[config.mk]
export PLATFORM = sky130hd
export DESIGN_NAME = mmio_responder
export DESIGN_NICKNAME = d
export VERILOG_FILES = /design/src/rtl/mmio_responder.sv
export SDC_FILE = /design/constraint.sdc
export NUM_CORES = 1
export LEC_CHECK = 0
export BUFFER_PORTS_ARGS = -buffer_cell sky130_fd_sc_hd__buf_2
export CAP_MARGIN = 20
export CELL_PAD_IN_SITES_DETAIL_PLACEMENT = 1
export CELL_PAD_IN_SITES_GLOBAL_PLACEMENT = 1
export CORE_MARGIN = 2
export CORE_UTILIZATION = 36
export DETAILED_ROUTE_END_ITERATION = 7
export HOLD_SLACK_MARGIN = 0.06
export PLACE_DENSITY = 0.87
export REMOVE_ABC_BUFFERS = 1
export SYNTH_ARGS = -nofsm -noshare
export SYNTH_HDL_FRONTEND = slang
export SYNTH_SLANG_ARGS = --single-unit
export TNS_END_PERCENT = 5
[constraint.sdc]
create_clock -name clk -period 2.1 [get_ports clk]
set_input_delay 0.105 -clock clk [delete_from_list [all_inputs] [get_ports clk]]
set_output_delay 0.105 -clock clk [all_outputs]
set_load 0.03 [all_outputs]
[src/rtl/mmio_responder.sv]
// -----------------------------------------------------------------------------
// mmio_responder
//
// Memory-mapped I/O responder on the single-cycle CPU data bus. Decodes the
// HEX, LEDR, KEY, SW and status/control windows, owns the board I/O registers,
// synchronises and debounces the raw inputs, and keeps sticky ready/overrun
// status bits so software can poll for input changes.
//
// Optional build macro: MMIO_TIMER_EN
//   When defined, adds a free-running timer (TCNT, TLIM, TCTRL). When it is
//   undefined, those three addresses are unmapped.
//
// Ports:
//   clk    in   system clock
//   reset  in   synchronous reset, active-high; overrides bus activity
//   addr   in   CPU data address (ALU result)
//   wr_en  in   store strobe
//   rd_en  in   load strobe, used only for read side effects
//   wdata  in   store data
//   rdata  out  load data, combinational in addr and register state
//   sel    out  high when addr hits a mapped register
//   KEY    in   raw keys, active-low
//   SW     in   raw switches
//   HEX    out  HEX display value (four nibbles)
//   LEDR   out  LED value
// -----------------------------------------------------------------------------
module mmio_responder #(
  parameter int                DBITS           = 32,
  parameter logic [DBITS-1:0]  ADDR_HEX        = 32'hF0000000,
  parameter logic [DBITS-1:0]  ADDR_LEDR       = 32'hF0000004,
  parameter logic [DBITS-1:0]  ADDR_KEY        = 32'hF0000010,
  parameter logic [DBITS-1:0]  ADDR_SW         = 32'hF0000014,
  parameter logic [DBITS-1:0]  ADDR_KCTRL      = 32'hF0000110,
  parameter logic [DBITS-1:0]  ADDR_SCTRL      = 32'hF0000114,
  parameter int                DEBOUNCE_CYCLES = 10
) (
  input  logic             clk,
  input  logic             reset,
  input  logic [DBITS-1:0] addr,
  input  logic             wr_en,
  input  logic             rd_en,
  input  logic [DBITS-1:0] wdata,
  output logic [DBITS-1:0] rdata,
  output logic             sel,
  input  logic [3:0]       KEY,
  input  logic [9:0]       SW,
  output logic [15:0]      HEX,
  output logic [9:0]       LEDR
);

  localparam int CW = $clog2(DEBOUNCE_CYCLES + 1);
  localparam logic [CW-1:0] DB_MAX = CW'(DEBOUNCE_CYCLES);

`ifdef MMIO_TIMER_EN
  localparam logic [DBITS-1:0] ADDR_TCNT  = 32'hF0000020;
  localparam logic [DBITS-1:0] ADDR_TLIM  = 32'hF0000024;
  localparam logic [DBITS-1:0] ADDR_TCTRL = 32'hF0000120;
`endif

  // ---------------------------------------------------------------------------
  // Address decode (full-width equality)
  // ---------------------------------------------------------------------------
  logic hit_hex, hit_ledr, hit_key, hit_sw, hit_kctrl, hit_sctrl;

  assign hit_hex   = (addr == ADDR_HEX);
  assign hit_ledr  = (addr == ADDR_LEDR);
  assign hit_key   = (addr == ADDR_KEY);
  assign hit_sw    = (addr == ADDR_SW);
  assign hit_kctrl = (addr == ADDR_KCTRL);
  assign hit_sctrl = (addr == ADDR_SCTRL);

`ifdef MMIO_TIMER_EN
  logic hit_tcnt, hit_tlim, hit_tctrl;
  assign hit_tcnt  = (addr == ADDR_TCNT);
  assign hit_tlim  = (addr == ADDR_TLIM);
  assign hit_tctrl = (addr == ADDR_TCTRL);
  assign sel = hit_hex | hit_ledr | hit_key | hit_sw | hit_kctrl | hit_sctrl |
               hit_tcnt | hit_tlim | hit_tctrl;
`else
  assign sel = hit_hex | hit_ledr | hit_key | hit_sw | hit_kctrl | hit_sctrl;
`endif

  // Upper store-data bits are only consumed by the optional timer.
  logic unused_wdata;
  assign unused_wdata = &{1'b0, wdata[DBITS-1:16]};

  // ---------------------------------------------------------------------------
  // Input synchronisers. Keys are inverted so a pressed key reads as 1.
  // ---------------------------------------------------------------------------
  logic [3:0] key_pressed;
  logic [3:0] key_s1_reg, key_s2_reg;
  logic [9:0] sw_s1_reg, sw_s2_reg;

  genvar gi;
  generate
    for (gi = 0; gi < 4; gi++) begin : g_key_inv
      assign key_pressed[gi] = ~KEY[gi];
    end
  endgenerate

  always_ff @(posedge clk) begin
    if (reset) begin
      key_s1_reg <= '0;
      key_s2_reg <= '0;
      sw_s1_reg  <= '0;
      sw_s2_reg  <= '0;
    end else begin
      key_s1_reg <= key_pressed;
      key_s2_reg <= key_s1_reg;
      sw_s1_reg  <= SW;
      sw_s2_reg  <= sw_s1_reg;
    end
  end

  // ---------------------------------------------------------------------------
  // Register state
  // ---------------------------------------------------------------------------
  logic [15:0]   hex_reg,   hex_next;
  logic [9:0]    ledr_reg,  ledr_next;
  logic [3:0]    kdata_reg, kdata_next;
  logic          krdy_reg,  krdy_next;
  logic          kovr_reg,  kovr_next;
  logic [9:0]    sdata_reg, sdata_next;
  logic          srdy_reg,  srdy_next;
  logic          sovr_reg,  sovr_next;
  logic [CW-1:0] dcnt_reg,  dcnt_next;

  logic key_rd, sw_rd, key_chg, sw_chg;

  assign key_rd  = rd_en & hit_key;
  assign sw_rd   = rd_en & hit_sw;
  assign key_chg = (key_s2_reg != kdata_reg);
  // SDATA only accepts a value once the debounce counter has saturated.
  assign sw_chg  = (dcnt_reg == DB_MAX) && (sw_s2_reg != sdata_reg);

`ifdef MMIO_TIMER_EN
  logic [DBITS-1:0] tcnt_reg, tcnt_next;
  logic [DBITS-1:0] tlim_reg, tlim_next;
  logic             trdy_reg, trdy_next;
  logic             tovr_reg, tovr_next;
  logic             tmr_rd, tmr_wrap;

  assign tmr_rd   = rd_en & hit_tctrl;
  // A TCNT store overrides the increment, so it also suppresses the wrap event.
  assign tmr_wrap = (tlim_reg != '0) && (tcnt_reg == tlim_reg - 1'b1) &&
                    !(wr_en && hit_tcnt);
`endif

  always_comb begin
    hex_next   = hex_reg;
    ledr_next  = ledr_reg;
    kdata_next = kdata_reg;
    krdy_next  = krdy_reg;
    kovr_next  = kovr_reg;
    sdata_next = sdata_reg;
    srdy_next  = srdy_reg;
    sovr_next  = sovr_reg;
    dcnt_next  = dcnt_reg;

    if (wr_en && hit_hex)  hex_next  = wdata[15:0];
    if (wr_en && hit_ledr) ledr_next = wdata[9:0];

    // Key status: clears are applied first so that a same-cycle set wins.
    if (key_rd) krdy_next = 1'b0;
    if (wr_en && hit_kctrl && !wdata[2]) kovr_next = 1'b0;
    if (key_chg) begin
      kdata_next = key_s2_reg;
      krdy_next  = 1'b1;
      if (krdy_reg && !key_rd) kovr_next = 1'b1;
    end

    // Debounce: sw_s1 is the value sw_s2 takes next, so a mismatch means the
    // synchronised value is about to change and stability restarts from 0.
    if (sw_s1_reg != sw_s2_reg) begin
      dcnt_next = '0;
    end else if (dcnt_reg != DB_MAX) begin
      dcnt_next = dcnt_reg + 1'b1;
    end

    if (sw_rd) srdy_next = 1'b0;
    if (wr_en && hit_sctrl && !wdata[2]) sovr_next = 1'b0;
    if (sw_chg) begin
      sdata_next = sw_s2_reg;
      srdy_next  = 1'b1;
      if (srdy_reg && !sw_rd) sovr_next = 1'b1;
    end
  end

`ifdef MMIO_TIMER_EN
  always_comb begin
    tcnt_next = tcnt_reg + 1'b1;
    tlim_next = tlim_reg;
    trdy_next = trdy_reg;
    tovr_next = tovr_reg;

    if (wr_en && hit_tlim) tlim_next = wdata;

    if (wr_en && hit_tcnt) begin
      tcnt_next = wdata;
    end else if (tmr_wrap) begin
      tcnt_next = '0;
    end

    if (tmr_rd) trdy_next = 1'b0;
    if (wr_en && hit_tctrl && !wdata[2]) tovr_next = 1'b0;
    if (tmr_wrap) begin
      trdy_next = 1'b1;
      if (trdy_reg && !tmr_rd) tovr_next = 1'b1;
    end
  end

  always_ff @(posedge clk) begin
    if (reset) begin
      tcnt_reg <= '0;
      tlim_reg <= '0;
      trdy_reg <= 1'b0;
      tovr_reg <= 1'b0;
    end else begin
      tcnt_reg <= tcnt_next;
      tlim_reg <= tlim_next;
      trdy_reg <= trdy_next;
      tovr_reg <= tovr_next;
    end
  end
`endif

  always_ff @(posedge clk) begin
    if (reset) begin
      hex_reg   <= '0;
      ledr_reg  <= '0;
      kdata_reg <= '0;
      krdy_reg  <= 1'b0;
      kovr_reg  <= 1'b0;
      sdata_reg <= '0;
      srdy_reg  <= 1'b0;
      sovr_reg  <= 1'b0;
      dcnt_reg  <= '0;
    end else begin
      hex_reg   <= hex_next;
      ledr_reg  <= ledr_next;
      kdata_reg <= kdata_next;
      krdy_reg  <= krdy_next;
      kovr_reg  <= kovr_next;
      sdata_reg <= sdata_next;
      srdy_reg  <= srdy_next;
      sovr_reg  <= sovr_next;
      dcnt_reg  <= dcnt_next;
    end
  end

  // ---------------------------------------------------------------------------
  // Read mux (zero-extended; status words carry ready in bit0, overrun in bit2)
  // ---------------------------------------------------------------------------
  always_comb begin
    rdata = '0;
    if (hit_hex)   rdata = {{(DBITS-16){1'b0}}, hex_reg};
    if (hit_ledr)  rdata = {{(DBITS-10){1'b0}}, ledr_reg};
    if (hit_key)   rdata = {{(DBITS-4){1'b0}}, kdata_reg};
    if (hit_sw)    rdata = {{(DBITS-10){1'b0}}, sdata_reg};
    if (hit_kctrl) rdata = {{(DBITS-3){1'b0}}, kovr_reg, 1'b0, krdy_reg};
    if (hit_sctrl) rdata = {{(DBITS-3){1'b0}}, sovr_reg, 1'b0, srdy_reg};
`ifdef MMIO_TIMER_EN
    if (hit_tcnt)  rdata = tcnt_reg;
    if (hit_tlim)  rdata = tlim_reg;
    if (hit_tctrl) rdata = {{(DBITS-3){1'b0}}, tovr_reg, 1'b0, trdy_reg};
`endif
  end

  assign HEX  = hex_reg;
  assign LEDR = ledr_reg;

endmodule
==> impl_metrics.yaml, run 1 <==
synth:
  synth_top_area_share_pct: 43.7
  seq_area_frac_synth_pct: 43.7
  yosysWarnings: 0
  synth_area_leaders: "dfxtp_1 44%, mux2i_1 13%, xor2_1 6.3%"
  synth_ff_type: "dfxtp_1"
  synthCells: 351
  synth-edff-count: 0
  yosysTopAreaCell: "dfxtp_1"
  syn_area_per_cell_sq_um: 9.92
  ys_seq_elements: 76
  synth_cell_types: 50
  synth_area_sq_mm: 0.00348
  async_reset_ff_share_pct: 0
clock_network:
  cts_buffers: 9
  h-tree-depth: 3
  clk_pin_slew_ns: 0.07
  clkSinkCount: 76
  cts_root_buf: "clkbuf_8"
  clockBufferDepth: 2
  clk_latency_ns: 0.35
  postCtsSetupRepairBufs: 0
  cts_tree: "done"
detailed_routing:
  final_antenna_net_count: 0
  wl_per_cell_um: 15.4
  drt-initial-drc-count: 43
  drc: 0
  wl_mm: 9.67
  vias_per_cell: 4.82
  first_pass_iters: 4
  vias: 3020
grt:
  gr-total-overflow: 0
  grt_pass1_vias: 3273
  grt_use_total_pct: 18.6
  grt_pass1_wl_mm: 15.1
  antenna_found_initial: 0
  grt_max_degree: 43
layout:
  area_growth_pct: 33.6
  stdcell_count: 626
  diodes: 0
  num-fill-cells: 1114
  fin_nets: 577
  final_area_sq_mm: 0.00465
  layout-drive-gt1-share_pct: 30.4
  final_common_cell: "buf_2"
  final_core_util_pct: 49.9
  final_cell_mix: "108 x buf_2, 76 x dfxtp_1, 48 x nor2_1"
  largest_reg_flops: 16
die:
  die_width_um: 102
  die_area_sq_mm: 0.0105
  core_sq_mm: 0.00933
  start_util_pct: 37.3
  io_pins: 141
  rows: 35
  dieHeight_um: 102
sta:
  final-hold-violation-count: 0
  worstMarginPinSlew_ns: 0.648
  fin_crit_sh_pct: 90.8
  setup_viol: 0
  fin_ws_ns: 0.194
  finalCriticalPeriod_ns: 1.91
  rsz0062_at_grt: "false"
  drv_slew: 0
  max_slew_margin_pct: 56.8
  fmax_mhz: 525
  finalClockSkew_ns: 0.00532
placed_design:
  routabilityCongestion: 0.825
  postPlaceCellArea_sq_mm: 0.00413
  dp_slack_ns: 0.0358
  dp_hpwl_mm: 6.82
  io_buffers: 108
  placed_cells: 581
worst_setup_path:
  r2r_slack_ns: 0.29
  worstSetupEndpoint: "rdata[7]"
  slowest_stage: "or3_2"
  crit_path_start_kind: "input pin"
  path_max_fanout: 11
  arrival_ns: 1.80
  cp_common_cell: "buf_2"
  critical_path.startpoint: "addr[0]"
  rr_startpoint: "dcnt_reg[0]"
  crit_chain: "buf_2 -> or3_2 -> or2_2 -> nor2_1 -> buf_4 -> o2bb2ai_1 -> buf_2"
  r2r-end: "sovr_reg"
  end_kind: "primary output"
  slowest_delay_ns: 0.55
  crit_type: "input pin to primary output"
  worst_r2r_path_depth: 8
  required_ns: 2.00
power_and_ir_drop:
  ir_drop_mv: 0.343
  leakage_nw: 2.08
  power_density_mw_per_mm2: 648
  total_power_w: 0.00301
status:
  outcome: "complete, no violations"
job:
  max_cap_violations: 0
min_path:
  hp-class: "input pin to flip-flop"
==> metal layers <==
| metal | wire, um | part of all wire (%) | vias to the layer above | global-route usage (%) |
|---|---|---|---|---|
| li1 | - | - | 1448 | - |
| met1 | 3960 | 41 | 1448 | 20.1 |
| met2 | 4900 | 51 | 107 | 34.5 |
| met3 | 597 | 6.2 | 17 | 4.45 |
| met4 | 213 | 2.2 | 0 | 8.00 |
| met5 | 0 | 0 | - | 0 |
==> layout make-up <==
cell class / count / area (sq um) / share of cell area [%]
Multi-Input combinational cell: 250 / 1780 / 38.2
Sequential cell: 76 / 1520 / 32.7
Timing Repair Buffer: 150 / 956 / 20.5
Tap cell: 129 / 161 / 3.47
Clock buffer: 11 / 141 / 3.04
Clock inverter: 4 / 73.8 / 1.59
Inverter: 6 / 22.5 / 0.484
==> synthesized netlist by cell type (2+ instances only) <==
cell	count
dfxtp_1	76
nor2_1	48
mux2i_1	46
nor2b_1	29
xor2_1	25
buf_4	17
clkbuf_1	10
nor4_1	9
a21oi_1	7
nand2_1	7
inv_1	6
nor3b_1	6
o2bb2ai_1	6
o21ai_0	5
nand2b_1	4
nor3_1	3
nor4_4	3
a22oi_1	2
a311oi_1	2
buf_2	2
buf_6	2
ha_1	2
nand3_1	2
nand3b_1	2
nand4_1	2
o311ai_0	2
or2_2	2
or3_2	2
==> per-stage QoR <==
| stage | hold slack, ns | setup TNS, ns |
|---|---|---|
| CTS | 0.177 | 0 |
| detailed placement | 0.267 | 0 |
| global placement | 0.265 | 0 |
| finish | 0.187 | 0 |
| global route | 0.200 | 0 |
| floorplan | 0.172 | -5.66 |
==> cell families (layout without fill, tap and decap cells) <==
logic type,after synthesis,count (layout),synth area share [%]
buffers and inverters,40,171,7.40
muxes,47,47,13.5
adders and majority gates,2,2,0.719
xor gates and xnor gates,26,26,6.54
and+or+nand+nor,128,128,21.6
DFF,76,76,43.7
other,1,16,0.108
AOI/OAI and AO/OA,31,31,6.36
==> critical path, delay by kind of cell <==
| family | cells | cell delay, ns |
|---|---|---|
| and+or+nand+nor | 3 | 1.11 |
| buffers and inverters | 3 | 0.46 |
| AOI/OAI and AO/OA | 1 | 0.13 |
==> repair_timing <==
action | CTS | global route
hold buffers | 30 | 0
endpoints found under the hold margin | 39 | 0
endpoints found under the setup margin | 0 | 12
resized for setup | 0 | 2
==> power breakdown <==
part	leakage (nW)	internal, W	switching (W)
clock	0.109	0.000696	0.000532
sequential	0.619	0.00147	0.0000235
combinational	1.35	0.000136	0.000151
==> how the worst min path moves through the flow <==
| stage | start | end | slack (ns) | cells after the start |
|---|---|---|---|---|
| detailed placement | KEY[0] | key_s1_reg[0] | 0.27 | 2 |
| global route | rd_en | srdy_reg | 0.20 | 4 |
| CTS | rd_en | srdy_reg | 0.18 | 4 |
| finish | wr_en | sovr_reg | 0.19 | 4 |
| global placement | KEY[0] | key_s1_reg[0] | 0.26 | 2 |
| floorplan | KEY[0] | key_s1_reg[0] | 0.17 | 1 |
Power figures use the tool's default switching activity.
==> run 2: changes to the inputs <==
--- a/config.mk
+++ b/config.mk
@@ -13,7 +13,7 @@
 export CORE_UTILIZATION = 36
 export DETAILED_ROUTE_END_ITERATION = 7
 export HOLD_SLACK_MARGIN = 0.06
-export PLACE_DENSITY = 0.87
+export PLACE_DENSITY_LB_ADDON = 0.15
 export REMOVE_ABC_BUFFERS = 1
 export SYNTH_ARGS = -nofsm -noshare
 export SYNTH_HDL_FRONTEND = slang
==> run 2 against run 1 <==
  * Combinational power decreased by 3%
  * Largest cell class unchanged
  * Design area about the same
  * Core utilization barely moved
  * Sequential power about the same
  * Global-route usage fell by 1.6 points
  * Register-to-register slack improved by 0.08 ns
  * Clock skew is 0.0079 ns higher
  * Hold slack got worse by 0.033 ns
  * Sequential cell count stayed put
  * Worst setup slack got worse by 0.046 ns
==> impl_metrics.yaml, run 2 (synthesis results as in run 1) <==
clock_network:
  cts_root_buf: "clkbuf_8"
  cts_buffers: 9
  h-tree-depth: 3
  clkSinkCount: 76
  holdBufCountCts: 31
  cts_resized: 0
  clk_latency_ns: 0.35
  cts_tree: "done"
  postCtsSetupRepairBufs: 0
  clk_pin_slew_ns: 0.08
  clockBufferDepth: 2
grt:
  grt_max_degree: 44
  grt_pass1_wl_mm: 13.8
  gr-total-overflow: 0
  grt_use_total_pct: 17.0
  antenna_found_initial: 0
  grt_pass1_vias: 2954
sta:
  finalCriticalPeriod_ns: 1.95
  setup_viol: 0
  drv_slew: 0
  max_slew_margin_pct: 64.5
  fin_crit_sh_pct: 93.0
  worstMarginPinSlew_ns: 0.526
  final-hold-violation-count: 0
  finalClockSkew_ns: 0.0132
  rsz0062_at_grt: "false"
  fmax_mhz: 512
power_and_ir_drop:
  power_density_mw_per_mm2: 645
  leakage_nw: 2.07
  total_power_w: 0.00300
  ir_drop_mv: 0.413
die:
  dieHeight_um: 102
  die_width_um: 102
  die_area_sq_mm: 0.0105
  rows: 35
  core_sq_mm: 0.00933
  io_pins: 141
  start_util_pct: 37.3
min_path:
  hp-class: "input pin to flip-flop"
  min_from: "rd_en"
detailed_routing:
  first_pass_iters: 4
  wl_per_cell_um: 13.9
  drc: 0
  final_antenna_net_count: 0
  vias_per_cell: 4.66
  vias: 2931
  wl_mm: 8.75
  drt-initial-drc-count: 31
layout:
  final_area_sq_mm: 0.00465
  final_cell_mix: "108 x buf_2, 76 x dfxtp_1, 48 x nor2_1"
  layout-drive-gt1-share_pct: 30.4
  area_growth_pct: 33.5
  largest_reg_flops: 16
  diodes: 0
  final_core_util_pct: 49.8
  num-fill-cells: 1125
  fin_nets: 579
  final_common_cell: "buf_2"
placed_design:
  dp_hpwl_mm: 6.44
  io_buffers: 108
  routabilityCongestion: 0.772
  postPlaceCellArea_sq_mm: 0.00412
worst_setup_path:
  rr_startpoint: "dcnt_reg[0]"
  path_max_fanout: 12
  critical_path.startpoint: "addr[0]"
  crit_type: "input pin to primary output"
  arrival_ns: 1.85
  end_kind: "primary output"
  required_ns: 2.00
  crit_path_start_kind: "input pin"
job:
  max_cap_violations: 0
status:
  outcome: "complete, no violations"
## run 2: changes by cell type in the layout (fill, tap and decap cells not counted)
cell,before,now
or3_4,1,0
buf_12,2,1
nor4_2,2,1
or3_2,1,2
dlygate4sd3_1,30,31
clkinvlp_4,0,2
nor4_1,7,8
buf_4,10,12
clkbuf_8,10,9
## run 2: worst paths after layout
check                       end  slack, ns  cells past startpoint
setup / recovery      rdata[15]       0.15                      5
hold / removal         srdy_reg       0.15                      4
setup reg to reg       sovr_reg       0.37                      8
hold reg to reg   key_s2_reg[1]       0.44                      1
## run 2: final cells by class
type	instances	area (sq um)	area share, %
Multi-Input combinational cell	250	1770	38.0
Sequential cell	76	1520	32.7
Timing Repair Buffer	152	961	20.7
Tap cell	129	161	3.47
Clock buffer	10	128	2.75
Clock inverter	6	88.8	1.91
Inverter	6	22.5	0.485
## run 2: power by group
part / switching, W / internal, W
sequential: 0.0000224 / 0.00147
combinational: 0.000143 / 0.000136
clock: 0.000554 / 0.000669
total: 0.000720 / 0.00228
## run 2: stage by stage
stage	setup WS [ns]	std cells	hold WS [ns]	TNS (ns)
final	0.148	629	0.154	0
after global routing	0.0312	629	0.213	0
after CTS	0.151	629	0.145	0
after detailed placement	0.118	582	0.259	0
after global placement	0.166	582	0.260	0
after floorplan	-0.496	332	0.172	-5.66
## run 2: critical path, cell delays in order
cell	delay (ns)
buf_2	0.10
or3_2	0.54
or3_2	0.63
nor3b_1	0.24
buf_2	0.23
## run 2: routing by layer
layer	global-route usage [%]	vias up	wire, um
met1	19.9	1360	3830
li1	-	1457	-
met4	6.77	0	135
met2	30.2	103	4200
met3	3.63	11	587
met5	0	-	0
